===== config.mk =====
export PLATFORM = sky130hd
export DESIGN_NAME = fft_stage_sequencer_flat
export DESIGN_NICKNAME = d
export VERILOG_FILES = /design/src/rtl/fft_stage_sequencer_if.sv /design/src/rtl/fft_stage_sequencer.sv /design/src/flat_wrapper.sv
export SDC_FILE = /design/constraint.sdc
export NUM_CORES = 1
export LEC_CHECK = 0
export CAP_MARGIN = 20
export CORE_AREA = 2 2 65 67
export DETAILED_ROUTE_END_ITERATION = 8
export DIE_AREA = 0 0 67 69
export PLACE_DENSITY = 0.62
export SYNTH_ARGS = -nofsm -noshare
export SYNTH_HDL_FRONTEND = slang
export SYNTH_SLANG_ARGS = --single-unit

===== constraint.sdc =====
create_clock -name clk -period 6.15 [get_ports clk]
set_input_delay 0.615 -clock clk [delete_from_list [all_inputs] [get_ports clk]]
set_output_delay 0.615 -clock clk [all_outputs]
set_load 0.02 [all_outputs]

===== src/rtl/fft_stage_sequencer_if.sv =====
// Handshake/bus bundle between the FFT stage sequencer and its surroundings:
// host start/done, coefficient-mapper start/dv, and butterfly address issue.
interface fft_stage_sequencer_if #(
    parameter int N = 16
);
    localparam int AW = $clog2(N);
    localparam int SW = $clog2(N / 2);

    // Host side
    logic          start;
    logic          busy;
    logic          done;
    // Coefficient mapper side
    logic          cm_start;
    logic [SW-1:0] cm_stage;
    logic          cm_dv;
    // Butterfly / RAM side
    logic          bf_valid;
    logic          bf_ready;
    logic [AW-1:0] addr_a;
    logic [AW-1:0] addr_b;
    logic [SW-1:0] tw_idx;
    logic          bank_sel;

    // The sequencer drives the datapath, so it is the master.
    modport master (
        input  start, cm_dv, bf_ready,
        output cm_start, cm_stage, bf_valid, addr_a, addr_b, tw_idx,
               bank_sel, busy, done
    );

    // Host plus datapath environment.
    modport slave (
        output start, cm_dv, bf_ready,
        input  cm_start, cm_stage, bf_valid, addr_a, addr_b, tw_idx,
               bank_sel, busy, done
    );
endinterface


===== src/rtl/fft_stage_sequencer.sv =====
// Radix-2 DIT FFT stage sequencer. For each of log2(N) stages it kicks the
// coefficient mapper, waits for its dv, issues N/2 butterfly address pairs
// with twiddle indices under valid/ready, drains the butterfly pipeline and
// flips the ping-pong bank. Reports busy/done to the host.
module fft_stage_sequencer #(
    parameter int N    = 16,
    parameter int PIPE = 3
) (
    input  logic                  clk,
    input  logic                  reset,
    fft_stage_sequencer_if.master bus
);
    localparam int LOGN = $clog2(N);
    localparam int AW   = LOGN;
    localparam int SW   = $clog2(N / 2);
    localparam int DW   = (PIPE > 1) ? $clog2(PIPE) : 1;

    typedef enum logic [2:0] {
        S_IDLE,
        S_LOAD,
        S_WAIT_COEF,
        S_RUN,
        S_DRAIN,
        S_DONE
    } state_t;

    state_t        state_q, state_d;
    logic [SW-1:0] s_q, s_d;        // current stage
    logic [SW-1:0] k_q, k_d;        // butterfly index within stage
    logic [DW-1:0] dcnt_q, dcnt_d;  // drain cycle counter
    logic          bank_q, bank_d;  // read bank

    logic          run;
    logic          transfer;
    logic          last_k;
    logic          last_s;
    logic          last_drain;

    logic [AW-1:0] k_ext;
    logic [AW-1:0] h;
    logic [AW-1:0] sh_hi;
    logic [AW-1:0] a_raw;
    logic [SW-1:0] tmask;
    logic [SW-1:0] twsh;
    logic [SW-1:0] tw_raw;

    assign run        = (state_q == S_RUN);
    assign transfer   = run & bus.bf_ready;
    assign last_k     = (k_q == SW'(N / 2 - 1));
    assign last_s     = (s_q == SW'(LOGN - 1));
    assign last_drain = (dcnt_q == DW'(PIPE - 1));

    // State and counter registers; all are control, so all are reset.
    always_ff @(posedge clk) begin
        if (reset) begin
            state_q <= S_IDLE;
            s_q     <= '0;
            k_q     <= '0;
            dcnt_q  <= '0;
            bank_q  <= 1'b0;
        end else begin
            state_q <= state_d;
            s_q     <= s_d;
            k_q     <= k_d;
            dcnt_q  <= dcnt_d;
            bank_q  <= bank_d;
        end
    end

    // Next-state logic: stage loop LOAD -> WAIT_COEF -> RUN -> DRAIN, then DONE.
    always_comb begin
        state_d = state_q;
        s_d     = s_q;
        k_d     = k_q;
        dcnt_d  = dcnt_q;
        bank_d  = bank_q;
        unique case (state_q)
            S_IDLE: begin
                if (bus.start) begin
                    state_d = S_LOAD;
                    s_d     = '0;
                    bank_d  = 1'b0;
                end
            end
            S_LOAD: begin
                // A dv arriving together with our own start pulse is stale.
                state_d = S_WAIT_COEF;
            end
            S_WAIT_COEF: begin
                if (bus.cm_dv) begin
                    state_d = S_RUN;
                    k_d     = '0;
                end
            end
            S_RUN: begin
                if (transfer) begin
                    if (last_k) begin
                        state_d = S_DRAIN;
                        dcnt_d  = '0;
                    end else begin
                        k_d = k_q + SW'(1);
                    end
                end
            end
            S_DRAIN: begin
                if (last_drain) begin
                    bank_d = ~bank_q;
                    if (last_s) begin
                        state_d = S_DONE;
                    end else begin
                        s_d     = s_q + SW'(1);
                        state_d = S_LOAD;
                    end
                end else begin
                    dcnt_d = dcnt_q + DW'(1);
                end
            end
            S_DONE: begin
                // Start seen here is dropped; it is sampled again in IDLE.
                state_d = S_IDLE;
            end
            default: begin
                state_d = S_IDLE;
            end
        endcase
    end

    // Butterfly address and twiddle generation from registered stage and index.
    always_comb begin
        k_ext  = AW'(k_q);
        h      = AW'(1) << s_q;
        sh_hi  = AW'(s_q) + AW'(1);
        a_raw  = ((k_ext >> s_q) << sh_hi) | (k_ext & (h - AW'(1)));
        // At the last stage the shift overflows to zero, giving an all-ones mask.
        tmask  = (SW'(1) << s_q) - SW'(1);
        twsh   = SW'(LOGN - 1) - s_q;
        tw_raw = (k_q & tmask) << twsh;
    end

    // Address outputs are forced to zero outside RUN so idle outputs read as 0.
    assign bus.bf_valid = run;
    assign bus.addr_a   = run ? a_raw : '0;
    assign bus.addr_b   = run ? (a_raw + h) : '0;
    assign bus.tw_idx   = run ? tw_raw : '0;
    assign bus.cm_start = (state_q == S_LOAD);
    assign bus.cm_stage = s_q;
    assign bus.bank_sel = bank_q;
    assign bus.busy     = (state_q != S_IDLE) && (state_q != S_DONE);
    assign bus.done     = (state_q == S_DONE);
endmodule

===== src/flat_wrapper.sv =====
// flat-port wrapper written by rule: the top's interface ports become plain ports
module fft_stage_sequencer_flat 
#(
    parameter int N    = 16,
    parameter int PIPE = 3
)
  (clk, reset, bus_start, bus_cm_dv, bus_bf_ready, bus_cm_start, bus_cm_stage, bus_bf_valid, bus_addr_a, bus_addr_b, bus_tw_idx, bus_bank_sel, bus_busy, bus_done);
  fft_stage_sequencer_if #(.N(N)) bus_i ();
  input  logic clk;
  input  logic reset;
  input wire logic [$bits(bus_i.start)-1:0] bus_start;
  input wire logic [$bits(bus_i.cm_dv)-1:0] bus_cm_dv;
  input wire logic [$bits(bus_i.bf_ready)-1:0] bus_bf_ready;
  output wire logic [$bits(bus_i.cm_start)-1:0] bus_cm_start;
  output wire logic [$bits(bus_i.cm_stage)-1:0] bus_cm_stage;
  output wire logic [$bits(bus_i.bf_valid)-1:0] bus_bf_valid;
  output wire logic [$bits(bus_i.addr_a)-1:0] bus_addr_a;
  output wire logic [$bits(bus_i.addr_b)-1:0] bus_addr_b;
  output wire logic [$bits(bus_i.tw_idx)-1:0] bus_tw_idx;
  output wire logic [$bits(bus_i.bank_sel)-1:0] bus_bank_sel;
  output wire logic [$bits(bus_i.busy)-1:0] bus_busy;
  output wire logic [$bits(bus_i.done)-1:0] bus_done;
  assign bus_i.start = bus_start;
  assign bus_i.cm_dv = bus_cm_dv;
  assign bus_i.bf_ready = bus_bf_ready;
  assign bus_cm_start = bus_i.cm_start;
  assign bus_cm_stage = bus_i.cm_stage;
  assign bus_bf_valid = bus_i.bf_valid;
  assign bus_addr_a = bus_i.addr_a;
  assign bus_addr_b = bus_i.addr_b;
  assign bus_tw_idx = bus_i.tw_idx;
  assign bus_bank_sel = bus_i.bank_sel;
  assign bus_busy = bus_i.busy;
  assign bus_done = bus_i.done;
  fft_stage_sequencer #(.N(N), .PIPE(PIPE)) u_core (.clk(clk), .reset(reset), .bus(bus_i));
endmodule

=== After elaboration in Yosys (flattened, before gate mapping) ===
Cells that the tools add are included.

* Register bits: 12
* Input port bits: 5
* Output and inout bits: 19
* Word-level logic and storage cells: 76

* Add/sub/neg operators: 8
* Equal/unequal tests: 17
* Shift operators: 5
* Multiplexer cells: 25
* Bitwise gates (word level): 5
* Reductions and logical operators: 11

{| class="wikitable"
|+ Operators by type and width
! kind !! number
|-
| $mux 3 || 13
|-
| $pmux 3 s5 || 1
|-
| $ne 2x2->1 const B || 7
|-
| $pmux 3 s2 || 2
|-
| $reduce_and 4->1 || 3
|-
| $eq 3x2->1 const B || 3
|-
| $eq 3x3->1 const B || 3
|-
| $mux 4 || 2
|-
| $add 3x1->3 const B || 2
|-
| $mux 2 || 3
|-
| $reduce_bool 2->1 || 3
|-
| $reduce_and 5->1 || 1
|-
| $add 3x1->4 const B || 1
|-
| $add 4x4->4 || 1
|-
| $and 3x4->4 || 1
|-
| $or 4x4->4 || 1
|-
| $pmux 2 s2 || 1
|-
| $shl 1x3->4 const A || 1
|-
| $shl 4x4->4 || 1
|-
| $shr 3x3->4 || 1
|-
| $sub 4x1->4 const B || 1
|-
| $and 3x3->3 || 1
|-
| $eq 3x1->1 const B || 1
|-
| $logic_not 3->1 || 1
|-
| other kinds (15) || 16
|}

=== Logic depth before layout (Yosys ltp) ===
* Word-level depth: 6
* Gate-level depth with buffers: 13

=== Worst setup path after synthesis ===
Ideal clock, no wire load.

* Path kind: register -> output
* From: reg u_core.s_q[1] (netlist: u_core.bus.cm_stage[1])
* To: out bus_addr_b[3]
* Arrival: 3.274 ns
* Setup slack: 2.261 ns
* Stages on the path, launching flop included: 13
* Buffers on the path: 3
* Path through: dfxtp_1 clkbuf_2 buf_2 inv_1 ha_1 buf_2 xor2_1 o41ai_1 ha_1 and3_1 or3_1 a211o_1 a21oi_1

* Word-level cells in the longest chain between the ends: 6

{| class="wikitable"
|+ RTL lines
! what !! line !! RTL
|-
| from (decl) || fft_stage_sequencer.sv:28 || <nowiki>logic [SW-1:0] s_q, s_d;</nowiki>
|-
| from (signal assigned) || fft_stage_sequencer.sv:57 || <nowiki>s_q <= '0;</nowiki>
|-
| from (signal assigned) || fft_stage_sequencer.sv:63 || <nowiki>s_q <= s_d;</nowiki>
|-
| $shl 1x3->4 || fft_stage_sequencer.sv:131 || <nowiki>h = AW'(1) << s_q;</nowiki>
|-
| $sub 4x1->4 || fft_stage_sequencer.sv:133 || <nowiki>a_raw = ((k_ext >> s_q) << sh_hi) | (k_ext & (h - AW'(1)));</nowiki>
|-
| $and 3x4->4 || fft_stage_sequencer.sv:133 ||
|-
| $or 4x4->4 || fft_stage_sequencer.sv:133 ||
|-
| $add 4x4->4 * || fft_stage_sequencer.sv:143 || <nowiki>assign bus.addr_b = run ? (a_raw + h) : '0;</nowiki>
|-
| $mux 4 * || fft_stage_sequencer.sv:143 ||
|-
| to (decl) || flat_wrapper.sv:18 || <nowiki>output wire logic [$bits(bus_i.addr_b)-1:0] bus_addr_b;</nowiki>
|}

Every way passes the cells marked *; elsewhere a longest branch is shown, timed or not.

=== Worst setup path after layout ===
Same ends and word-level chain as after synthesis.

==> metrics list <==
- The run finished with clean final reports.
- Number of cell rows: 23
* Drt wl/cell: 12.0 um
- Setup total negative slack on the finished layout was measured at 0 ns.
- DP HPWL: 1860 um
* Layout Cell Area excl Fill: 0.00143 mm2
- STA classifies the critical path endpoint as an output port.
* Clock transition at the registers of the reported paths: 0.06 ns
* Critical path arrival: 3.95 ns
* Final worst-path cycle share: 74.2%
- The worst setup path is launched from a flip-flop.
- In this run, the number of DRC markers left after iteration 0 of detailed routing was 29.
- Time the final worst path needs with I/O delays and setup: 4.56 ns
* Ratio of cells with drive above 1 in the final layout: 4.38%
* Layout overhead on the synthesized area: 26.1%
- Non-filler cells, final: 210
* Effective utilization at floorplan: 28.9%
- Die Y-Extent: 69 um
- Sequential cell area in the final layout: 240 um2
- Required time of the critical path: 5.53 ns
* Buffers inserted during post-CTS setup optimization: 0
* Critical hold path startpoint: u_core.dcnt_q[1]
* Buffer levels on the longest clock path: 2
- Root Buffer: sky130_fd_sc_hd__clkbuf_8
- In the routed design, unresolved DRC markers number 0.
- Post-Synthesis Cells: 142
- Worst min-delay path endpoint: u_core.dcnt_q[1]
* Number of endpoints failing setup at the final stage: 0
- Prior to clock tree synthesis, the placed netlist has a worst setup slack of 1.84 ns.
- Overall fraction of global-route tracks in use: 11.9%
- IR analysis of the VDD net gives a maximum drop of 0.000101 V.
* Number of placed instances, taps included: 206
- For this run, asynchronously set or reset flops after synthesis account for 0%.
- Number of warning messages in the yosys log: 0
- After filler insertion, the fill cell instance count of the layout stands at 431.
- Remaining antenna violation count after routing: 0
- # Max-Cap Violations: 0
- Yosys mapped a number of flops with a built-in enable equal to 0.
* Worst Tran Pin Value: 0.594 ns
- Unrepaired setup endpoints after global routing: false
- Final critical-path setup slack: 1.59 ns
- Share of the yosys chip area belonging to registers: 21.2%
* Routed Wire Length: 2530 um
* GPL Wtd Cong: 0.736
* Largest net degree at the start of global routing: 19
- Wire length of the first global-routing pass: 4330 um
* Maximum clock frequency: 0.219 GHz
* Instance area at placement: 0.00137 mm2
- Type of the setup path with the least slack: reg2out
- Counting cells, the worst reg-to-reg path comes to 6.
- For this design the top-level I/O count stands at 24.
- Across the routed clock network, the largest skew measured is 0.00240 ns.
- Inserted Diodes: 0
* Post_cts resized: 0
- Final hold analysis gives a worst-case slack of 0.461 ns.
- Among all flip-flop cells after synthesis, the most frequent one is sky130_fd_sc_hd__dfxtp_1.
- Worst R2R Setup Slack: 4.28 ns
- Die Area: 0.00462 mm2
* Input/output buffers: 23
* Worst-Skew Late Latency: 0.25 ns
- Avg Inst Size Synth: 7.97 um2
* Slew Limit Headroom: 60.3%
- The via count of the first global-routing pass came to 956.
- Width of the die: 67 um
- Along the worst path, the maximum fanout reaches 18.
- Synthesis produced a netlist with a net count of 159.
- The startpoint identified for the worst register-to-register timing path is u_core.k_q[0].
- Syn Std Cell Area: 0.00113 mm2
* TritonCTS Sinks: 12
- Number of register bits inferred by synthesis: 12
* TritonCTS Buffers: 3
- Via density per instance: 4.82
- Yosys mapped the design onto 47 distinct sky130hd cell types.
- The path class of the tightest hold or removal check is reg2reg.
- Total area of multi-input combinational cells: 805 um2
- Via count: 1012
- Total power consumption of the routed design: 0.195 mW
- Final Slew Violations: 0
- The number of endpoints with negative hold slack in the final report is 0.
* Grt ovf: 0
- Number of instances on the worst hold path: 2
- The floorplan step defined a core boundary enclosing 0.00391 mm2.
- Net count, final: 178
* CTS hold repair buffers: 0
* Initial antenna violation count: 0
- The first detailed-routing pass took 4 iterations.
- Utilization after layout: 36.4%
- In this run the number of H-tree levels came out at 1.
* Reported leakage power: 0.593 nW
- TritonCTS built the clock tree.
- Cell Pwr Density: 137 mW/mm2
* Crit Reg-Reg Endpoint: u_core.k_q[1]
routing by layer:
metal,global-route usage (%),vias up,wire [um]
li1,-,533,-
met1,16.0,460,1250
met2,17.4,14,1150
met3,2.45,5,75
met4,6.35,0,50
met5,0,-,0
final cells by class:
type | instances | area share [%]
multi-input combinational | 112 | 56.4
timing repair buffer | 23 | 16.1
sequential | 12 | 16.8
inverter | 9 | 2.37
clock buffer | 4 | 3.86
tap | 50 | 4.39
cell families after synthesis:
family | Yosys count | share of synthesized area [%]
AO/OA/AOI/OAI | 25 | 14.2
multiplexers | 6 | 5.42
AND/OR/NAND/NOR | 63 | 33.0
adder cells (fa/ha/maj) | 12 | 13.9
flip-flops | 12 | 21.2
buffers and inverters | 18 | 7.63
XOR/XNOR | 6 | 4.65
worst max-delay path, cell delays in order, from the launching register on:
cell and delay (ns):
sky130_fd_sc_hd__dfxtp_1 0.70, sky130_fd_sc_hd__inv_1 0.17, sky130_fd_sc_hd__ha_1 0.41, sky130_fd_sc_hd__xor2_1 0.17, sky130_fd_sc_hd__o41ai_1 0.32, sky130_fd_sc_hd__ha_1 0.33
sky130_fd_sc_hd__and3_1 0.19, sky130_fd_sc_hd__or3_1 0.37, sky130_fd_sc_hd__a211o_1 0.30, sky130_fd_sc_hd__a21oi_1 0.14, sky130_fd_sc_hd__clkdlybuf4s50_1 0.62
layout by cell type, fill, tap and decap left out, types with 4 or more instances in the layout:
master and instances:
sky130_fd_sc_hd__clkdlybuf4s50_1 23, sky130_fd_sc_hd__a31oi_1 4, sky130_fd_sc_hd__nor2b_1 4, sky130_fd_sc_hd__clkbuf_8 4, sky130_fd_sc_hd__ha_1 11, sky130_fd_sc_hd__and2_1 5
sky130_fd_sc_hd__o21ai_0 4, sky130_fd_sc_hd__nor2_1 16, sky130_fd_sc_hd__nand2b_1 7, sky130_fd_sc_hd__mux2i_1 5, sky130_fd_sc_hd__inv_1 9, sky130_fd_sc_hd__dfxtp_1 12
sky130_fd_sc_hd__nand2_1 7, sky130_fd_sc_hd__a21oi_1 6
sequential cells by signal, indices dropped and copies added, names as in the netlist:
name / flops
u_core.bus.bank_sel: 1
u_core.bus.cm_stage: 3
u_core.state_q: 3
u_core.dcnt_q: 2
u_core.k_q: 3
cell usage after synthesis, drive strengths merged (2+ instances only):
master / n / area share (%)
nand3b: 3 / 3.1
and2: 6 / 3.3
a31oi: 4 / 2.2
o21a: 2 / 1.3
and3: 3 / 1.7
nand3: 3 / 1.3
nand2: 7 / 2.3
buf: 6 / 3.4
nor3: 3 / 1.3
xnor2: 3 / 2.3
inv: 9 / 3.0
a21oi: 6 / 2.7
xor2: 3 / 2.3
o21ai: 4 / 1.8
nor2: 16 / 5.3
nor2b: 4 / 2.2
dfxtp: 12 / 21
nand2b: 7 / 3.9
nor3b: 2 / 1.3
clkbuf: 3 / 1.2
ha: 11 / 12
mux2i: 5 / 4.4
how the worst max path moves through the flow:
| stage | from | end | slack (ns) |
|---|---|---|---|
| final | u_core.bus.cm_stage[1] | bus_addr_b[3] | 1.59 |
| after global routing | u_core.bus.cm_stage[1] | bus_addr_b[3] | 1.27 |
| after CTS | u_core.bus.cm_stage[0] | bus_addr_b[3] | 1.58 |
| after detailed placement | u_core.bus.cm_stage[1] | bus_addr_b[3] | 1.84 |
| after global placement | u_core.bus.cm_stage[0] | bus_addr_b[3] | 1.89 |
| after floorplan | u_core.bus.cm_stage[1] | bus_addr_b[3] | 2.26 |
power breakdown:
| part | internal, mW | switching (mW) |
|---|---|---|
| Combinational | 0.0115 | 0.0116 |
| Sequential | 0.0791 | 0.00447 |
| Clock | 0.0567 | 0.0315 |
| Total | 0.147 | 0.0475 |
No activity file was read; power rests on OpenSTA's default activity.
